[src/rtl/risc_boot_pkg.sv]
// risc_boot_pkg: shared state encoding and default widths for the Risc boot loader.
package risc_boot_pkg;
  typedef enum logic [2:0] {IDLE, COUNT, DATA, CHECK, DONE, ERR} state_t;
  localparam int BYTES_PER_WORD = 4;
  localparam int DEF_DATA_W = 32;
  localparam int DEF_ADDR_W = 8;
endpackage

[src/rtl/risc_word_packer.sv]
// risc_word_packer: assembles little-endian bytes into words and keeps the running XOR.
module risc_word_packer
  import risc_boot_pkg::*;
#(
  parameter int DATA_W = DEF_DATA_W
) (
  input  logic              clock,
  input  logic              reset,
  input  logic              clear,
  input  logic              take,
  input  logic [7:0]        data,
  output logic [DATA_W-1:0] word,
  output logic              word_done,
  output logic [7:0]        xor_sum
);
  logic [1:0]        lane;
  logic [DATA_W-1:0] sr;
  // Bytes enter at the top and shift down, so the first byte ends up as the LSB.
  assign word = {data, sr[DATA_W-1:8]};
  assign word_done = take && lane == 2'(BYTES_PER_WORD - 1);
  always_ff @(posedge clock or negedge reset)
    if (!reset) begin
      lane <= '0;
      sr <= '0;
      xor_sum <= '0;
    end else if (clear) begin
      lane <= '0;
      sr <= '0;
      xor_sum <= '0;
    end else if (take) begin
      lane <= lane + 2'd1;
      sr <= word;
      xor_sum <= xor_sum ^ data;
    end
endmodule

[src/rtl/risc_boot_loader.sv]
// risc_boot_loader: loads a checksummed byte stream into the Risc core's instruction memory
// and releases io_boot once the image is verified.
module risc_boot_loader
  import risc_boot_pkg::*;
#(
  parameter int DATA_W = DEF_DATA_W,
  parameter int ADDR_W = DEF_ADDR_W
) (
  input  logic              clock,
  input  logic              reset,
  input  logic              start,
  input  logic              in_valid,
  input  logic [7:0]        in_data,
  output logic              in_ready,
  output logic              io_boot,
  output logic              io_isWr,
  output logic [ADDR_W-1:0] io_wrAddr,
  output logic [DATA_W-1:0] io_wrData,
  output logic              busy,
  output logic              done,
  output logic              error
);
  state_t            state, state_nx;
  logic [7:0]        left;
  logic [ADDR_W-1:0] idx;
  logic              xfer, word_done;
  logic [DATA_W-1:0] word;
  logic [7:0]        xor_sum;
  assign in_ready = state inside {COUNT, DATA, CHECK};
  assign busy = in_ready;
  assign io_boot = in_ready || state == ERR;
  assign done = state == DONE;
  assign error = state == ERR;
  assign xfer = in_valid && in_ready;
  risc_word_packer #(.DATA_W(DATA_W)) u_packer (
    .clock(clock),
    .reset(reset),
    .clear(state == COUNT),
    .take(xfer && state == DATA),
    .data(in_data),
    .word(word),
    .word_done(word_done),
    .xor_sum(xor_sum)
  );
  always_comb begin
    state_nx = state;
    case (state)
      IDLE, DONE, ERR: state_nx = start ? COUNT : state;
      COUNT:           state_nx = xfer ? (in_data == 8'd0 ? CHECK : DATA) : COUNT;
      DATA:            state_nx = word_done && left == 8'd1 ? CHECK : DATA;
      CHECK:           state_nx = xfer ? (in_data == xor_sum ? DONE : ERR) : CHECK;
      default:         state_nx = IDLE;
    endcase
  end
  always_ff @(posedge clock or negedge reset)
    if (!reset) state <= IDLE;
    else state <= state_nx;
  // left counts words still owed; idx is the address of the next word to write.
  always_ff @(posedge clock or negedge reset)
    if (!reset) begin
      left <= '0;
      idx <= '0;
      io_isWr <= 1'b0;
      io_wrAddr <= '0;
      io_wrData <= '0;
    end else begin
      io_isWr <= word_done;
      if (state == COUNT) begin
        idx <= '0;
        if (xfer) left <= in_data;
      end else if (word_done) begin
        left <= left - 8'd1;
        idx <= idx + 1'b1;
        io_wrAddr <= idx;
        io_wrData <= word;
      end
    end
endmodule

[config.mk]
export PLATFORM = sky130hd
export DESIGN_NAME = risc_boot_loader
export DESIGN_NICKNAME = d
export VERILOG_FILES = /design/src/rtl/risc_boot_pkg.sv /design/src/rtl/risc_word_packer.sv /design/src/rtl/risc_boot_loader.sv
export SDC_FILE = /design/constraint.sdc
export NUM_CORES = 1
export LEC_CHECK = 0
export CAP_MARGIN = 10
export CORE_MARGIN = 5
export CORE_UTILIZATION = 50
export CTS_CLUSTER_DIAMETER = 100
export DETAILED_ROUTE_END_ITERATION = 6
export GPL_TIMING_DRIVEN = 0
export MAX_ROUTING_LAYER = met4
export PLACE_DENSITY = 0.78
export SETUP_SLACK_MARGIN = 0.4
export SYNTH_ARGS = -nofsm -noshare
export SYNTH_HDL_FRONTEND = slang
export SYNTH_SLANG_ARGS = --single-unit
[constraint.sdc]
create_clock -name clock -period 1.95 [get_ports clock]
set_input_delay 0.195 -clock clock [delete_from_list [all_inputs] [get_ports clock]]
set_output_delay 0.195 -clock clock [all_outputs]
set_load 0.03 [all_outputs]
# Word level (Yosys, flattened, before mapping)
# Index checks and enable logic that the tools add are counted.
# classes
n_addsub,3
n_mul,0
n_div,0
order_cmp,0
eq_ne,10
shifts,0
mux,18
n_bitwise,2
reduce_logical,13
# op_table
cell,count
$mux 32,2
$mux 8,7
$pmux 3 s4,1
$add 8x1->8 const B,1
$eq 8x1->1 const B,1
$eq 8x8->1,1
$logic_not 8->1,1
$sub 8x1->8 const B,1
$xor 8x8->8,1
$eq 3x2->1 const B,2
$eq 3x3->1 const B,2
$mux 2,3
$mux 3,2
$logic_and 1x1->1,4
$ne 2x2->1 const B,2
$reduce_and 2->1,2
$reduce_bool 2->1,2
$eq 3x1->1 const B,1
$logic_not 3->1,1
$mux 1,3
$reduce_bool 3->1,1
$reduce_or 3->1,1
$add 2x1->2 const B,1
$eq 2x2->1 const B,1
2 further kinds,2
# word_totals
reg_bits,102
latch_bits,0
ram_bits,0
rom_bits,0
out_inout_bits,46
word_cells,55
n_memories,0

# Logic depth before layout (Yosys ltp)
# depth
depth_word,8
mapped_depth,7
depth_no_buf,6

# Modules after synthesis
# From an unflattened synthesis, not the netlist that was laid out.
# hier_totals
cells_unflattened,346
area_unflattened_um2,4285.4
# by_module_without_submodules
module,instances,cells_per_inst,area_each_um2
risc_boot_loader,1,217,2728.9
risc_word_packer,1,129,1556.5

# Least setup slack after synthesis
# OpenSTA, ideal clock, no wires.
# synth_path
path_type,register to register
start,register left[2]
end,register left[7]
setup_time_ps,121
arrival_time_ps,1481
required_time_ps,1829
setup_slack_ps,348
path_stages_with_launch,5
path_buffers,0
period_less_slack_ps,1602
cell_sequence,dfrtp_1 -> or4_4 -> nor4_1 -> a31oi_1 -> o22a_1
# synth_between
elab_chain_len,3
# synth_lines
element,line_no,text
from (decl),risc_boot_loader.sv:24,logic [7:0] left;
from (signal assigned),risc_boot_loader.sv:70,if (xfer) left <= in_data;
from (signal assigned),risc_boot_loader.sv:72,left <= left - 8'd1;
$sub 8x1->8,risc_boot_loader.sv:72,
$mux 8,risc_boot_loader.sv:71,end else if (word_done) begin
$mux 8,risc_boot_loader.sv:68,if (state == COUNT) begin
# Every way passes these cells. The select of a mux whose other input is x is not followed.
# A chain may end at the register's enable or synchronous reset.

# Worst setup path after layout
# layout_path
start,register state[1]
end,register left[4]
# layout_between
elab_chain_len,7
# layout_lines
element,line_no,text
from (decl),risc_boot_loader.sv:23,"state_t state, state_nx;"
from (signal assigned),risc_boot_loader.sv:57,else state <= state_nx;
"$eq 3x1->1, or another cell as far along","risc_boot_loader.sv:29, risc_boot_loader.sv:68",
$reduce_bool 3->1,risc_boot_loader.sv:29,"assign in_ready = state inside {COUNT, DATA, CHECK};"
$logic_and 1x1->1,risc_boot_loader.sv:34,assign xfer = in_valid && in_ready;
$logic_and 1x1->1,risc_boot_loader.sv:39,".take(xfer && state == DATA),"
$logic_and 1x1->1,risc_word_packer.sv:20,assign word_done = take && lane == 2'(BYTES_PER_WORD - 1);
$reduce_bool 2->1 (no line),-,
$reduce_and 2->1 (no line),-,
# Parallel ways exist; a longest one is shown, timed or not.

==> impl_metrics.env <==
export IMPL_io_pin_count=58
export IMPL_cts_root_buf="clkbuf_8"
export IMPL_clkTransAtPathRegs_ns=0.10
export IMPL_synth_xor_area_share_pct=1.51
export IMPL_avgSynthCellArea_um2=9.31
export IMPL_n_fill_cell=618
export IMPL_synth_top_family_by_area="simple AND/OR/NAND/NOR gates"
export IMPL_finalWeightedCongestion=0.867
export IMPL_endpoint_kind="flip-flop"
export IMPL_core_area_um2=7810
export IMPL_placed_cells=597
export IMPL_first_iter_violations=277
export IMPL_leakage_uw=0.00276
export IMPL_antenna_found_initial=0
export IMPL_yosysTopAreaCellShare_pct=57.8
export IMPL_max_freq_ghz=0.602
export IMPL_drive_gt1_share_pct=16.9
export IMPL_cts_buffer_depth=2
export IMPL_slew_headroom_pct=70.8
export IMPL_yosysMostFrequentCell="nand2_1"
export IMPL_fin_crit_ns=1.66
export IMPL_clock_latency_ns=0.37
export IMPL_die_width_um=100
export IMPL_io_buffers=57
export IMPL_path_cells="and4bb_2 > buf_2 > a22oi_2 > a21oi_1 > o22a_1"
export IMPL_rsz0062_at_grt="true"
export IMPL_worstSetupPathType="flip-flop to flip-flop"
export IMPL_nets=543
export IMPL_dpl_hpwl_mm=6.83
export IMPL_synth_cell_types=39
export IMPL_fin_tns_setup_ns=0
export IMPL_synth_compound_area_share_pct=12.8
export IMPL_syn2layout_area_growth_pct=30.9
export IMPL_cp_start_kind="flip-flop"
export IMPL_grt_pass1_wl_mm=17.4
export IMPL_h_tree_depth=3
export IMPL_setup_viol=0
export IMPL_viasPerCell=5.57
export IMPL_synthSimpleGateAreaFrac_pct=23.0
export IMPL_cp_max_fo=8
export IMPL_ys_ff_latch=94
export IMPL_synth_top_cell_by_area="dfrtp_1"
export IMPL_stdcell_count=634
export IMPL_first_pass_iters=5
export IMPL_grt_max_degree=70
export IMPL_power_density_nw_per_um2=1220
export IMPL_rr_endpoint="left[4]"
export IMPL_met2_usage_pct=35.3
export IMPL_setup_worst_path_start="state[1]"
export IMPL_r2r_start="state[1]"
export IMPL_die_y_um=100
export IMPL_period_share_pct=85.2
export IMPL_gr_max_usage_layer="met2"
export IMPL_ir_worst_vdd_mv=1.19
export IMPL_synth_area_mux_share_pct=0
export IMPL_run_status="finished clean"
export IMPL_synth_edf_count=0
export IMPL_gr_total_overflow=0
export IMPL_synth_adder_area_share_pct=1.23
export IMPL_critPathRequiredTime_ns=2.21
export IMPL_synth_seq_area_share_pct=57.8
export IMPL_yosysWarnings=0
export IMPL_initial_core_util_pct=52.1
export IMPL_reg2regPathDepth=5
export IMPL_final_antenna_net_count=0
export IMPL_drc_errors=0
export IMPL_clock_sinks=94
export IMPL_crit_path_top_delay_cell="dfrtp_1"
export IMPL_use_met1_pct=28.5
export IMPL_fin_skew_ns=0.00790
export IMPL_syn_area_um2=4070
export IMPL_die_area_um2=10000
export IMPL_hp_class="input pin to async pin"
export IMPL_grt_pass1_vias=3582
export IMPL_syn_nets=453
export IMPL_ys_async_sr_fraction_pct=100
export IMPL_netlist_top_cells_area="dfrtp_1 58%, nand2_1 14%, o21ai_0 4.3%"
export IMPL_syn_inst=437
export IMPL_cts_buffers=9
export IMPL_synth_main_ff_cell="dfrtp_1"
export IMPL_report_final_slew_viol_count=0
export IMPL_n_antenna_cell=0
export IMPL_max_stage_delay_ns=0.44
export IMPL_wl_per_cell_um=16.6
export IMPL_r2r_slack_ns=0.29
export IMPL_tightest_slew_ns=0.432
export IMPL_grt_total_usage_pct=22.3
export IMPL_cap_violations=0
export IMPL_arrival_ns=1.92
export IMPL_endpoint="left[4]"
export IMPL_cts_tree="yes"
export IMPL_routed_wirelength_mm=10.5
export IMPL_yosys_top_cells_count="148 x nand2_1, 94 x dfrtp_1, 35 x o21ai_0, 21 x nor2_1, 17 x a21oi_1"
export IMPL_rows=32
export IMPL_hold_viol_final=0
export IMPL_dr_total_vias=3531
export IMPL_met3_usage_pct=3.06
==> cell type report <==
class                      count  area, um^2  area share, %
sequential                    94        2350           44.2
multi-input combinational    310        1670           31.4
timing repair buffer          79         693           13.0
buffer                        24         225           4.23
tap                          102         128           2.40
clock buffer                   9         124           2.33
clock inverter                 7        90.1           1.69
inverter                       9        36.3          0.682
==> state kept, by name, indices dropped and copies added (netlist names) <==
register / flops
io_wrAddr: 8
u_packer.xor_sum: 8
io_wrData: 32
io_isWr: 1
idx: 8
u_packer.sr: 24
state: 3
u_packer.lane: 2
left: 8
==> placed cells by master, fill, tap and decap left out, drive strengths merged, types with 2 or more instances in the layout <==
| master | instances |
|---|---|
| o2111ai | 2 |
| or3b | 2 |
| and3 | 2 |
| a22o | 12 |
| o221ai | 2 |
| a31oi | 3 |
| nand2 | 148 |
| o2bb2ai | 3 |
| xor2 | 5 |
| o211ai | 2 |
| clkdlybuf4s50 | 9 |
| nor2 | 21 |
| nand4 | 3 |
| clkbuf | 12 |
| nor3 | 3 |
| and2 | 3 |
| buf | 48 |
| dlygate4sd2 | 42 |
| a21oi | 17 |
| nand3 | 9 |
| xnor2 | 2 |
| dfrtp | 94 |
| a22oi | 3 |
| inv | 12 |
| nor4 | 5 |
| ha | 4 |
| o22a | 2 |
| o21ai | 35 |
| clkinvlp | 2 |
| nand2b | 12 |
==> per-stage QoR <==
step	util (%)	total power, uW	hold slack, ns	cell area, um^2	worst slack (ns)
6_report	68.2	6470	0.265	5320	0.288
2_1_floorplan	-	3860	-0.101	4080	0.410
3_3_place_gp	61.3	4440	0.453	4780	-2.66
5_1_grt	68.2	6830	0.311	5320	0.231
3_5_place_dp	61.6	4510	0.127	4810	-0.188
4_1_cts	66.0	6080	0.273	5150	0.341
==> cell families after synthesis <==
logic type | Yosys count
AND/OR/NAND/NOR | 215
AO/OA/AOI/OAI | 84
adder cells (fa/ha/maj) | 4
XOR/XNOR | 7
flip-flops | 94
buffers and inverters | 33
==> worst min path at each step <==
stage	slack, ns	cells after the start	endpoint
6_report	0.26	2	io_wrAddr[6]
5_1_grt	0.31	2	u_packer.sr[13]
4_1_cts	0.27	2	io_wrData[3]
3_5_place_dp	0.13	1	io_wrAddr[4]
3_3_place_gp	0.45	2	io_wrData[8]
2_1_floorplan	-0.10	0	idx[0]
==> layer usage <==
| layer | routed length (um) | share of wire, % | vias up |
|---|---|---|---|
| met1 | 4390 | 42 | 1706 |
| met5 | 0 | 0 | - |
| met4 | 337 | 3.2 | 0 |
| met3 | 639 | 6.1 | 35 |
| li1 | - | - | 1652 |
| met2 | 5150 | 49 | 138 |
==> report_power, final <==
part	switching [uW]	internal, uW
Clock	759	621
Combinational	1400	1090
Sequential	300	2310
Total	2460	4020
==> worst max-delay path, delay by kind of cell, from the launching register on <==
family	cells	cell delay [ns]
flops	1	0.44
compound gates	3	0.65
simple gates	1	0.29
buf+inv	1	0.17
==> timing repair <==
item	in CTS	in global routing
pin swaps	7	6
cloned	1	1
buffers inserted	13	5
setup endpoints to repair	135	93
hold endpoints to repair	25	0
hold buffers	1	0
gates resized for setup	101	69
Power figures use the tool's default switching activity.
==> edit 1: new RTL, same settings <==
`DEF_ADDR_W`: 8 -> 7.
--- a/src/rtl/risc_boot_pkg.sv
+++ b/src/rtl/risc_boot_pkg.sv
@@ -3,6 +3,6 @@
   typedef enum logic [2:0] {IDLE, COUNT, DATA, CHECK, DONE, ERR} state_t;
   localparam int BYTES_PER_WORD = 4;
   localparam int DEF_DATA_W = 32;
-  localparam int DEF_ADDR_W = 8;
+  localparam int DEF_ADDR_W = 7;
 endpackage
 
Ports: changed (resized io_wrAddr); port bits go from 58 to 57. No check against the original RTL was run, so the function may have changed too.
==> edit 1 against the original RTL <==
- final area grew 3.4%
- utilization grew 2.7 points
- wire length grew 4.9%
- fmax up 0.21%
- area after synthesis decreased by 1.6%
- clock skew is 0.0023 ns higher
- count of clock-buffer cells in the layout stayed put
- critical path type is now in -> reg
- sequential power barely moved
- cell count fell by 0.16%
- worst setup slack better by 0.0035 ns
- power up 10%
- sequential cell count fell by 2
==> edit 1: results (changes against the original RTL) <==
| Metric | Value |
|---|---|
| Worst EP arrival | `1.94 ns (+0.02 ns)` |
| Synth cell types | `45 (+15%)` |
| Port bufs | `56 (-1.8%)` |
| Most instantiated cells after synthesis | `146 x nand2_1, 92 x dfrtp_1, 33 x o21ai_0` |
| # fillers | `555 (-10%)` |
| Vias/cell | `5.671 (+1.8%)` |
| Syn_nets | `444 (-2.0%)` |
| Fin Clk Skew | `0.01021 ns (+0.002311 ns)` |
| Global-route wire length before repair | `17,410 um (about the same)` |
| Register area share after synthesis | `0.5752 (-0.003282)` |
| Gp weighted congestion | `0.8648 (-0.20%)` |
| Vias in the first global route | `3,487 (-2.7%)` |
| Sw Share | `0.3672 (-0.01244)` |
| Largest net degree at the start of global routing | `71 (+1.4%)` |
| Fraction of layout cells with a size suffix above 1 | `0.2185 (+0.04928)` |
| Clock latency on the worst-skew pair | `0.37 ns (about the same)` |
| Total track usage | `0.2254 (+0.002628)` |
| Status | `complete, no violations` |
| P_leak | `2.819 nW (+2.0%)` |
| Largest stage delay, worst path | `0.69 ns (+0.25 ns)` |
| CTS root buf | `clkbuf_8` |
| Synth top area cells | `dfrtp_1 58%, nand2_1 14%, o21ai_0 4.1%, a22o_1 3.1%, a21oi_1 2.3%` |
| Total Wirelength | `11,030 um (+4.9%)` |
| Nets | `542 (-0.18%)` |
| Cell area after placement | `4725 um^2 (-1.7%)` |
| First DRT Iteration DRCs | `259 (-6.5%)` |
| Critical-path top delay cell | `clkdlybuf4s50_1` |
| CP top delay family | `buffers and inverters` |
| Worst-Margin Slew | `0.3621 ns (-0.07032 ns)` |
| HPWL Detailed | `6791 um (-0.50%)` |
edit 1: cell families (layout without fill, tap and decap cells):
logic type | count (synthesis) | in the layout | synth area share
flops | 92 | 92 | 0.5752
simple gates | 206 | 207 | 0.2248
xor+xnor | 4 | 4 | 0.008754
compound gates | 86 | 86 | 0.1360
mux | 1 | 1 | 0.002501
buf+inv | 35 | 137 | 0.04032
fa+ha+maj | 4 | 4 | 0.01250
edit 1: through the flow:
stage	setup TNS [ns]	cells	setup slack [ns]	util
final	0	633	0.2915	0.7088
after global routing	0	633	0.2244	0.7088
after CTS	0	617	0.3465	0.6675
after detailed placement	-3.887	587	-0.2784	0.6082
after global placement	-235.79	586	-2.543	0.6050
after floorplan	0	428	0.3754	-
edit 1: area by class of cell:
class                   instances  area (um^2)  area share
plain buffers                  25        247.7     0.04500
repair buffers                 86        802.0      0.1457
well taps                     102        127.6     0.02318
clock buffers                   9        123.9     0.02250
inverters                      10        45.04    0.008182
clock inverters                 7        127.6     0.02318
multi-input cells             302         1728      0.3139
flip-flops and latches         92         2303      0.4184
edit 1: path summary, 6_finish.rpt:
| path | startpoint | endpoint | slack (ns) | depth (start not counted) |
|---|---|---|---|---|
| max in group asynchronous | reset | io_wrData[21] | 1.06 | 3 |
| min in group clock | start | state[2] | 0.47 | 2 |
| worst min-delay path | reset | u_packer.xor_sum[7] | 0.26 | 2 |
| worst min register to register | io_wrData[8] | io_wrData[8] | 0.47 | 2 |
| worst max register to register | state[2] | left[5] | 0.30 | 7 |
| worst max-delay path | in_valid | idx[6] | 0.29 | 6 |
edit 1: what timing repair did:
action,CTS,global route
gates resized for setup,123,82
endpoints found under the setup margin,131,85
pin swaps,9,12
endpoints found under the hold margin,22,0
cloned,0,3
hold buffers,1,0
buffers inserted,13,13
edit 1: routing by layer:
layer / share of wire / GRT usage
met1: 0.41 / 0.2946
met2: 0.51 / 0.3595
met3: 0.061 / 0.03857
met4: 0.023 / 0.07458
met5: 0 / -
edit 1: power groups by stage:
stage / combinational, mW / sequential [mW] / clock (mW)
6_report: 2.94 / 2.60 / 1.62
5_1_grt: 3.15 / 2.65 / 1.71
4_1_cts: 2.32 / 2.56 / 1.62
3_5_place_dp: 1.92 / 2.59 / 0
3_3_place_gp: 1.84 / 2.57 / 0
2_1_floorplan: 1.23 / 2.61 / 0
==> edit 2: new RTL, config.mk and constraints unchanged <==
Made on the original files. Reset style: synchronous (`reset`), changed in 3 clocked blocks.
--- a/src/rtl/risc_word_packer.sv
+++ b/src/rtl/risc_word_packer.sv
@@ -18,7 +18,7 @@
   // Bytes enter at the top and shift down, so the first byte ends up as the LSB.
   assign word = {data, sr[DATA_W-1:8]};
   assign word_done = take && lane == 2'(BYTES_PER_WORD - 1);
-  always_ff @(posedge clock or negedge reset)
+  always_ff @(posedge clock)
     if (!reset) begin
       lane <= '0;
       sr <= '0;
--- a/src/rtl/risc_boot_loader.sv
+++ b/src/rtl/risc_boot_loader.sv
@@ -52,11 +52,11 @@
       default:         state_nx = IDLE;
     endcase
   end
-  always_ff @(posedge clock or negedge reset)
+  always_ff @(posedge clock)
     if (!reset) state <= IDLE;
     else state <= state_nx;
   // left counts words still owed; idx is the address of the next word to write.
-  always_ff @(posedge clock or negedge reset)
+  always_ff @(posedge clock)
     if (!reset) begin
       left <= '0;
       idx <= '0;
Check against the original RTL: differs if reset is asserted again (counterexample within 4 cycles, from zero or initial values and one cycle with reset low); with reset held inactive, the same outputs for 10 cycles.
==> edit 2 against the original RTL <==
- synthesized cell count up 6.2%
- wire length down 7.9%
- critical endpoint is now left[5]
- highest routed layer unchanged
- sequential cell count unchanged
- worst setup slack better by 0.10 ns
- critical path depth unchanged
- largest cell class is now multi-input gates
- cell count up 3.0%
- utilization down 2.2 points
- area after synthesis down 3.4%
- final area down 4.8%
Power is not compared: it rests on default switching activity, and its combinational part moved more than twofold at a synthesized area within 25%.
==> edit 2: results (changes against the original RTL) <==
| Metric | Value |
|---|---|
| Fraction of registers with async set/reset | `0 (-1.000)` |
| Ys Warns | `0 (unchanged)` |
| Total number of H-tree levels | `3 (unchanged)` |
| Vias in the first global route | `3,320 (-7.3%)` |
| Nets | `562 (+3.5%)` |
| CTS Buf Count | `9 (unchanged)` |
| Initial antenna violation count | `0 (unchanged)` |
| Gp weighted congestion | `0.8392 (-3.2%)` |
| Vias/cell | `5.383 (-3.3%)` |
| Port bufs | `56 (-1.8%)` |
| Worst-Margin Slew | `0.5838 ns (+0.1514 ns)` |
| P_leak | `2.047 nW` |
| Register area share after synthesis | `0.4793 (-0.09918)` |
| Syn_nets | `480 (+6.0%)` |
| Total track usage | `0.2032 (-0.01956)` |
| Largest registers | `io_wrData x32, u_packer.sr x24` |
| Most instantiated cells after synthesis | `143 x nand2_1, 94 x dfxtp_1, 37 x a21boi_0` |
| Min-Delay Path Class | `in -> reg` |
| Period minus WS final | `1.562 ns (-0.09993 ns)` |
| Fin Clk Skew | `0.004471 ns (-0.003428 ns)` |
| Crit-path max FO | `5 (-3)` |
| Reg clk slew, reported paths | `0.09 ns` |
| CTS root buf | `clkbuf_8` |
| Synth cell types | `47 (+21%)` |
| # fillers | `651 (+5.3%)` |
| Antenna Cells | `0 (unchanged)` |
| Maximum VDD drop | `601.5 uV` |
| Global-route wire length before repair | `15,610 um (-10%)` |
| Status | `complete, no violations` |
| Non-Filler Instances | `653 (+3.0%)` |
| HPWL Detailed | `6619 um (-3.0%)` |
| Largest net degree at the start of global routing | `17 (-76%)` |
| Placed instance count | `622 (+4.2%)` |
| Total Wirelength | `9683 um (-7.9%)` |
| Fraction of layout cells with a size suffix above 1 | `0.1652 (-0.004019)` |
| Worst EP arrival | `1.81 ns (-0.11 ns)` |
| First-pass iteration count of the detailed router | `5 (unchanged)` |
| Clock latency on the worst-skew pair | `0.36 ns` |
| Synth top area cells | `dfxtp_1 48%, nand2_1 14%, a21boi_0 7.1%, a21oi_1 4.2%, xor2_1 3.8%` |
| First DRT Iteration DRCs | `221 (-20%)` |
| Avg Cell Area, Syn | `8.462 um^2 (-9.1%)` |
| Sw Share | `0.2566` |
| Share of the synthesized area in the top cell type | `0.4793 (-0.09918)` |
| Clock tree buffer depth | `2 (unchanged)` |
edit 2: cell types whose count changed in the layout (fill, tap and decap cells not counted), sizes merged, moves of 11 or more:
cell / delta
dfxtp: +94
a21oi: +17
dfrtp: -94
a21boi: +41
xor2: +12
nand2b: -11
o21ai: -32
a22o: -12
edit 2: path summary, 6_finish.rpt:
check / startpoint / to / cells past startpoint / slack, ns
worst max-delay path: state[1] / left[5] / 5 / 0.39
worst min-delay path: reset / state[1] / 2 / 0.36
worst max register to register: state[1] / left[5] / 5 / 0.39
worst min register to register: u_packer.sr[10] / io_wrData[2] / 2 / 0.46
edit 2: metal layers:
layer  vias to the layer above  global-route usage  routed length, um
met5                         -                   -                  0
met4                         0             0.06197                137
met3                        14             0.04671                560
met2                       111              0.3266               4738
met1                      1684              0.2552               4246
li1                       1706                   -                  -
edit 2: metrics by stage:
stage	worst slack [ns]	power [mW]	instance area, um^2	hold slack (ns)	util
final	0.3879	3.944	5070	0.3648	0.6595
after global routing	0.3306	4.103	5070	0.3887	0.6595
after CTS	0.3071	3.893	4886	0.3656	0.6356
after detailed placement	-0.1274	2.426	4614	0.4471	0.6003
after global placement	-0.04950	2.417	4614	0.4451	0.6003
after floorplan	0.4173	2.297	3926	0.3299	-
edit 2: final cells by class:
cell class,instances,area share
Multi-Input combinational cell,333,0.3756
Sequential cell,94,0.3729
Timing Repair Buffer,71,0.1185
Buffer,31,0.05750
Clock buffer,10,0.02715
Tap cell,102,0.02517
Clock inverter,6,0.01826
Inverter,6,0.004936
edit 2: power by group through the flow:
stage / clock network [mW] / logic, mW / registers [mW]
after CTS: 1.49 / 0.435 / 1.97
after global routing: 1.59 / 0.531 / 1.98
final: 1.47 / 0.493 / 1.98
after global placement: 0 / 0.406 / 2.01
after floorplan: 0 / 0.290 / 2.01
after detailed placement: 0 / 0.413 / 2.01
edit 2: kinds of logic after synthesis:
group	synth area share
AND/OR/NAND/NOR	0.2275
XOR/XNOR	0.05577
flip-flops	0.4793
adder cells (fa/ha/maj)	0.01275
buffers and inverters	0.05864
AO/OA/AOI/OAI	0.1660
edit 2: worst max-delay path, cell delays in order (launching register included):
cell and delay [ns]:
dfxtp_2 0.34, buf_2 0.16, or3b_4 0.41, buf_6 0.15, o32a_1 0.18, o221a_1 0.21
edit 2: timing repair:
item | CTS | global route
buffers inserted | 5 | 6
resized for setup | 88 | 55
pin swaps | 3 | 7
cloned | 1 | 3
endpoints found under the setup margin | 130 | 93
hold buffers | 0 | 0
